### src/rtl/calc_pkg.sv
// Shared definitions for the simple-calculator datapath blocks.
package calc_pkg;

    // Divider control states; encoding 2'd3 is illegal and recovers to IDLE.
    typedef enum logic [1:0] {
        IDLE = 2'd0,
        CALC = 2'd1,
        FIN  = 2'd2
    } div_state_t;

    // Ceiling log2, for sizing counters from elaboration-time widths.
    function automatic int clog2(input int value);
        int result;
        result = 0;
        for (int v = value - 1; v > 0; v = v >> 1) begin
            result = result + 1;
        end
        return result;
    endfunction

endpackage

### src/rtl/div_trial_sub.sv
// Combinational (n+1)-bit trial subtractor for one restoring-division step.
module div_trial_sub #(
    parameter int n = 4
) (
    input  logic [n:0]   i_partial,
    input  logic [n-1:0] i_divisor,
    output logic [n-1:0] o_difference,
    output logic         o_non_negative
);

    logic [n:0] w_diff;

    // The sign bit leaves as the flag; when non-negative the result fits in n bits.
    always_comb begin
        w_diff         = i_partial - {1'b0, i_divisor};
        o_difference   = w_diff[n-1:0];
        o_non_negative = ~w_diff[n];
    end

endmodule

### src/rtl/seq_divider.sv
// Unsigned n-bit sequential restoring divider, one quotient bit per clock.
module seq_divider
    import calc_pkg::*;
#(
    parameter int n = 4
) (
    input  logic         clk,
    input  logic         reset_n,
    input  logic         start,
    input  logic [n-1:0] dividend,
    input  logic [n-1:0] divisor,
    output logic         busy,
    output logic         done,
    output logic [n-1:0] quotient,
    output logic [n-1:0] remainder,
    output logic         div_by_zero
);

    localparam int CntW = clog2(n) + 1;

    div_state_t     r_state, w_state_next;
    // Working remainder: its top bit is always zero between steps, so only n bits are kept.
    logic [n-1:0]   r_rem, w_rem_next;
    // Working quotient; also holds the captured dividend for a zero divisor.
    logic [n-1:0]   r_q, w_q_next;
    logic [n-1:0]   r_dvs, w_dvs_next;
    logic [CntW-1:0] r_cnt, w_cnt_next;
    logic           r_dbz_pend, w_dbz_pend_next;
    logic           r_busy, w_busy_next;
    logic           r_done, w_done_next;
    logic [n-1:0]   r_quot, w_quot_next;
    logic [n-1:0]   r_remo, w_remo_next;
    logic           r_dbz, w_dbz_next;

    logic [n:0]     w_partial;
    logic [n-1:0]   w_diff;
    logic           w_non_neg;

    assign w_partial = {r_rem, r_q[n-1]};

    div_trial_sub #(
        .n(n)
    ) u_trial (
        .i_partial      (w_partial),
        .i_divisor      (r_dvs),
        .o_difference   (w_diff),
        .o_non_negative (w_non_neg)
    );

    // State and datapath registers with synchronous active-low reset.
    always_ff @(posedge clk) begin
        if (!reset_n) begin
            r_state    <= IDLE;
            r_rem      <= '0;
            r_q        <= '0;
            r_dvs      <= '0;
            r_cnt      <= '0;
            r_dbz_pend <= 1'b0;
            r_busy     <= 1'b0;
            r_done     <= 1'b0;
            r_quot     <= '0;
            r_remo     <= '0;
            r_dbz      <= 1'b0;
        end else begin
            r_state    <= w_state_next;
            r_rem      <= w_rem_next;
            r_q        <= w_q_next;
            r_dvs      <= w_dvs_next;
            r_cnt      <= w_cnt_next;
            r_dbz_pend <= w_dbz_pend_next;
            r_busy     <= w_busy_next;
            r_done     <= w_done_next;
            r_quot     <= w_quot_next;
            r_remo     <= w_remo_next;
            r_dbz      <= w_dbz_next;
        end
    end

    // Next-state, restoring step and result capture.
    always_comb begin
        w_state_next    = r_state;
        w_rem_next      = r_rem;
        w_q_next        = r_q;
        w_dvs_next      = r_dvs;
        w_cnt_next      = r_cnt;
        w_dbz_pend_next = r_dbz_pend;
        w_busy_next     = r_busy;
        w_done_next     = 1'b0;
        w_quot_next     = r_quot;
        w_remo_next     = r_remo;
        w_dbz_next      = r_dbz;

        case (r_state)
            IDLE: begin
                if (start) begin
                    w_q_next    = dividend;
                    w_dvs_next  = divisor;
                    w_rem_next  = '0;
                    w_cnt_next  = '0;
                    w_busy_next = 1'b1;
                    if (divisor == '0) begin
                        w_dbz_pend_next = 1'b1;
                        w_state_next    = FIN;
                    end else begin
                        w_dbz_pend_next = 1'b0;
                        w_state_next    = CALC;
                    end
                end
            end
            CALC: begin
                if (w_non_neg) begin
                    w_rem_next = w_diff;
                    w_q_next   = {r_q[n-2:0], 1'b1};
                end else begin
                    w_rem_next = w_partial[n-1:0];
                    w_q_next   = {r_q[n-2:0], 1'b0};
                end
                w_cnt_next = r_cnt + CntW'(1);
                if (r_cnt == CntW'(n - 1)) begin
                    w_state_next = FIN;
                end
            end
            FIN: begin
                if (r_dbz_pend) begin
                    w_quot_next = '1;
                    w_remo_next = r_q;
                end else begin
                    w_quot_next = r_q;
                    w_remo_next = r_rem;
                end
                w_dbz_next   = r_dbz_pend;
                w_done_next  = 1'b1;
                w_busy_next  = 1'b0;
                w_state_next = IDLE;
            end
            default: begin
                w_busy_next  = 1'b0;
                w_state_next = IDLE;
            end
        endcase
    end

    assign busy        = r_busy;
    assign done        = r_done;
    assign quotient    = r_quot;
    assign remainder   = r_remo;
    assign div_by_zero = r_dbz;

endmodule

### config.mk
export PLATFORM = sky130hd
export DESIGN_NAME = seq_divider
export DESIGN_NICKNAME = d
export VERILOG_FILES = /design/src/rtl/calc_pkg.sv /design/src/rtl/div_trial_sub.sv /design/src/rtl/seq_divider.sv
export SDC_FILE = /design/constraint.sdc
export NUM_CORES = 1
export LEC_CHECK = 0
export CAP_MARGIN = 20
export CELL_PAD_IN_SITES_DETAIL_PLACEMENT = 1
export CELL_PAD_IN_SITES_GLOBAL_PLACEMENT = 2
export CORE_MARGIN = 1.5
export CORE_UTILIZATION = 34
export CTS_BUF_LIST = sky130_fd_sc_hd__clkbuf_4
export CTS_CLUSTER_SIZE = 30
export DETAILED_ROUTE_END_ITERATION = 6
export GPL_TIMING_DRIVEN = 0
export PLACE_DENSITY_LB_ADDON = 0.15
export SLEW_MARGIN = 20
export SYNTH_ARGS = -nofsm -noshare
export SYNTH_HDL_FRONTEND = slang
export SYNTH_SLANG_ARGS = --single-unit
export TNS_END_PERCENT = 10
### constraint.sdc
create_clock -name clk -period 2.2 [get_ports clk]
set_input_delay 0.66 -clock clk [delete_from_list [all_inputs] [get_ports clk]]
set_output_delay 0.66 -clock clk [all_outputs]
set_load 0.02 [all_outputs]
Word level (Yosys, flattened, before mapping). Index checks and enable logic that the tools add are counted.

Flip-flop bits (word level): 29.

Multiplexer cells: 18. Equality and inequality tests: 5. Bitwise logic cells: 1. Add/subtract/negate cells: 2. Reductions and logical operators: 7.

Operator list (number): two-way mux 4 bit (5); one-hot mux 4 bit (2 select lines) (2); AND reduction 2 bit (4); two-way mux 2 bit (3); one-hot mux 3 bit (2 select lines) (1); subtractor 5 x 4 -> 5 bit (1); logical NOT 4 bit (1); two-way mux 1 bit (4); != test 2 bit (second input constant) (2); one-hot mux 2 bit (2 select lines) (1); adder 3 x 1 -> 3 bit (second input constant) (1); equality test 3 x 2 -> 1 bit (second input constant) (1); two-way mux 3 bit (1); equality test 2 x 1 -> 1 bit (second input constant) (1); equality test 2 bit (second input constant) (1); logical NOT 2 bit (1); one-hot mux 1 bit (2 select lines) (1); nonzero test 2 bit (1); NOT 1 bit (1).

Depth between registers and ports, before layout.
Word-level depth: 4. Mapped depth: 8. Depth with buffers taken out: 8.

Modules after synthesis. Synthesis repeated with hierarchy kept, for this count alone.

Cells, all modules: 143. Area, all modules: 1391.3 um^2.

By module, submodules not included: seq_divider (area an instance 1246.2 um^2, instances 1, cells an instance 125); div_trial_sub (area an instance 145.1 um^2, instances 1, cells an instance 18).

Worst setup path before layout. Ideal clock, no wire load.

Kind: reg2reg. Start point: reg r_q[3]. End point: reg r_rem[0]. Buffers on the path: 0. Stages on the path, launching flop included: 9. Clock period less this slack: 1757 ps. Setup slack: 443 ps. Data arrival time: 1670 ps. Library setup time: 87 ps. Cells stage by stage: dfxtp_1 inv_1 ha_1 inv_1 fa_1 a211oi_2 o21bai_2 and3_1 o31ai_1.

Longest elaborated chain between the ends: 3.

Ends and longest elaborated chain: start: declaration (line seq_divider.sv:25) `logic [n-1:0] r_q, w_q_next;`; start signal: assignment (line seq_divider.sv:67) `r_q <= w_q_next;`; subtractor 5 x 4 -> 5 bit (line div_trial_sub.sv:15) `w_diff = i_partial - {1'b0, i_divisor};`; two-way mux 4 bit (*) (line seq_divider.sv:111) `if (w_non_neg) begin`; one-hot mux 4 bit (2 select lines) (*) (line seq_divider.sv:93) `case (r_state)`; end signal: assignment (line seq_divider.sv:66) `r_rem <= w_rem_next;`; end: declaration (line seq_divider.sv:23) `logic [n-1:0] r_rem, w_rem_next;`.

Every way passes the cells marked *; elsewhere a longest branch is shown, timed or not. A chain may end at the register's enable or synchronous reset.

Worst setup path in the final report. Ends and elaborated chain as after synthesis.

==> results.json <==
{
  "status": "finished clean",
  "p_seq_share_pct": 50.7,
  "synthesis.area_mm2": 0.001528,
  "p_leak_nw": 0.6937,
  "synth_nets": 195,
  "arrival_ns": 2.29,
  "synth_top_cells_by_area": "dfxtp_1, nand2_1, ha_1",
  "grt_pass1_vias": 1376,
  "synth_warnings": 0,
  "drt_iter0_markers": 50,
  "num_rows": 24,
  "hold_path_depth": 2,
  "ir_drop_mv": 0.2551,
  "drc_errors": 0,
  "synth_edf_count": 0,
  "ctsHtreeMaxLevel": 2,
  "cts_resized": 0,
  "worstSetupStartpoint": "r_q[3]",
  "critPathMaxStageDelay_ns": 0.45,
  "setup_violations": 0,
  "gp_congestion": 0.8279,
  "cp_common_cell": "inv_1",
  "finalHoldViolCount": 0,
  "min_from": "r_dvs[1]",
  "cts_setup_buffers": 0,
  "n_antenna_cell": 0,
  "maxSlewViolCount": 0,
  "track_usage_pct": 17.59,
  "area_growth_pct": 20.80,
  "worstReg2RegEnd": "r_rem[0]",
  "fp.dieArea_mm2": 0.004904,
  "fin_area_mm2": 0.001846,
  "via_per_inst": 5.313,
  "die_h_um": 70.03,
  "crit_fanout": 5,
  "ys.flop_type": "dfxtp_1",
  "netlist_instances": 177,
  "first_pass_iters": 4,
  "dp_hpwl_um": 3075,
  "worst_skew_pair.late_latency_ns": 0.33,
  "detailed_place.area_mm2": 0.001803,
  "wl_per_cell_um": 15.55,
  "rsz0062_at_grt": "no",
  "antenna_found_initial": 0,
  "regToRegSetupSlack_ns": 0.15,
  "clkPwrFrac_pct": 25.9,
  "fin_hold_ws_ns": 0.4683,
  "p_total_mw": 1.142,
  "drt_wl_total_um": 3982,
  "clkSlewWorstSetupHoldPaths_ns": 0.10,
  "fp.coreArea_mm2": 0.004324,
  "tightest_slew_ns": 0.5876,
  "initial_utilization_pct": 35.33,
  "ctsHoldBuffers": 0,
  "vias": 1360,
  "clock-root-buffer": "clkbuf_4",
  "grt_overflow_total": 0,
  "avgSynthCellArea_um2": 8.631,
  "hold_path.class": "flip-flop to flip-flop",
  "rr_worst_depth": 8,
  "cpMaxStageDelayCell": "fa_1",
  "finalCriticalPeriod_ns": 2.052,
  "timing.setup.tns_ns": 0,
  "power.internal_uw": 782.2,
  "cellPowerDensity_mw_per_mm2": 618.6,
  "yosys_register_bits": 29,
  "synth_top_area_cell": "dfxtp_1",
  "async_flop_share_pct": 0,
  "critical_path_required_ns": 2.44,
  "grt_max_degree": 11,
  "sw_frac_of_total_pct": 31.49,
  "r2r-start": "r_q[3]",
  "slew_headroom_pct": 60.47,
  "min_to": "r_dvs[1]",
  "cts.sinks": 29,
  "clk_path_buf_depth": 2,
  "yosysSeqAreaShare_pct": 38.00,
  "cts_tree": "built",
  "clock_skew_ns": 0.008728,
  "ant_nets": 0,
  "cap_violations": 0,
  "drive_above_1_share_pct": 8.824,
  "path_class": "flip-flop to flip-flop",
  "p_comb_share_pct": 23.4,
  "max_freq_ghz": 0.4874,
  "cp_cell_sequence": "inv_1, ha_1, inv_1, fa_1, a211oi_2, o21bai_2, and3_1, o31ai_1",
  "yosysUniqueCellTypes": 44,
  "dieWidth_um": 70.03,
  "grt_pass1_wl_um": 6720,
  "ios": 22,
  "period_share_pct": 93.26,
  "cp-start-kind": "flip-flop",
  "portBuffers": 21,
  "synth_top_area_share_pct": 38.00,
  "cts_buffers": 5,
  "p_switching_uw": 359.5,
  "finalNetCount": 223,
  "endpoint_kind": "flip-flop"
}
## stage by stage
step,std cells,util (%),setup WS [ns]
after floorplan,177,-,0.4432
after global placement,250,41.70,0.04962
after detailed placement,250,41.70,0.02761
after CTS,256,42.68,0.1722
after global routing,256,42.68,0.03844
final,256,42.68,0.1483
## power by group through the flow
| stage | Combinational, mW | Sequential [mW] | Clock, mW |
|---|---|---|---|
| after floorplan | 0.185 | 0.585 | 0 |
| after global placement | 0.254 | 0.590 | 0 |
| after detailed placement | 0.267 | 0.592 | 0 |
| after CTS | 0.268 | 0.579 | 0.305 |
| after global routing | 0.300 | 0.584 | 0.325 |
| final | 0.267 | 0.579 | 0.295 |
## cells in the mapped netlist, types with 4 or more instances
master,n
nor2b_1,6
a21boi_0,6
and2_1,5
nor2_1,16
ha_1,6
inv_1,8
o21ai_0,7
a21oi_1,4
mux2i_1,5
nand2_1,26
a211oi_1,6
nand3_1,4
dfxtp_1,29
## critical path: cells and delay by family (launching register included)
kind	cells	cell delay, ns
DFF	1	0.35
adders and majority gates	2	0.60
AOI/OAI and AO/OA	3	0.65
and+or+nand+nor	1	0.21
buffers and inverters	2	0.16
## sequential cells by signal, indices dropped and copies added, names as in the netlist
| register | count |
|---|---|
| busy | 1 |
| div_by_zero | 1 |
| done | 1 |
| quotient | 4 |
| r_cnt | 3 |
| r_dbz_pend | 1 |
| r_dvs | 4 |
| r_q | 4 |
| r_rem | 4 |
| r_state | 2 |
| remainder | 4 |
## kinds of logic (layout without fill, tap and decap cells)
logic type      after synthesis  count (layout)  synth area share (%)
xor+xnor                      1               1                0.5734
buf+inv                      17              44                 5.651
mux                           5               5                 3.276
simple gates                 72              72                 24.41
fa+ha+maj                     7               7                 6.224
compound gates               46              46                 21.87
flops                        29              29                 38.00
## final cells by class
class,count,area [µm²]
sequential,29,580.6
clock inverter,1,5.005
fill,533,2479
inverter,8,30.03
clock buffer,5,37.54
multi-input combinational,131,860.8
buffer,9,56.30
tap,52,65.06
timing repair buffer,21,210.2
## layer usage
layer / part of all wire (%) / global-route usage, % / wire length (µm)
met4: 1.6 / 6.410 / 63
met5: 0 / 0 / 0
met2: 50 / 29.74 / 2004
met1: 45 / 21.82 / 1784
met3: 3.3 / 4.040 / 130
## layout by cell type, fill, tap and decap left out, drive strengths merged, types with 2 or more instances in the layout
master	netlist	final
nor2	17	17
a211o	2	2
a211oi	7	7
a31oi	2	2
clkbuf	3	8
nor2b	6	6
a21oi	4	4
clkdlybuf4s50	0	21
a311oi	2	2
a21boi	6	6
nand2	26	26
and2	5	5
inv	8	8
dfxtp	29	29
and3	2	2
mux2i	5	5
o211a	3	3
o31ai	3	3
o21ai	8	8
buf	6	6
nand2b	3	3
a22oi	2	2
o21bai	2	2
a21o	2	2
nand3	5	5
nor3b	3	3
ha	6	6
## worst max path at each step
| stage | end | slack [ns] | cells past startpoint |
|---|---|---|---|
| 4_1_cts | r_rem[0] | 0.17 | 8 |
| 3_3_place_gp | r_cnt[2] | 0.05 | 6 |
| 6_report | r_rem[0] | 0.15 | 8 |
| 2_1_floorplan | r_rem[0] | 0.44 | 8 |
| 3_5_place_dp | r_cnt[2] | 0.03 | 6 |
| 5_1_grt | r_rem[0] | 0.04 | 8 |
Power figures use the tool's default switching activity.
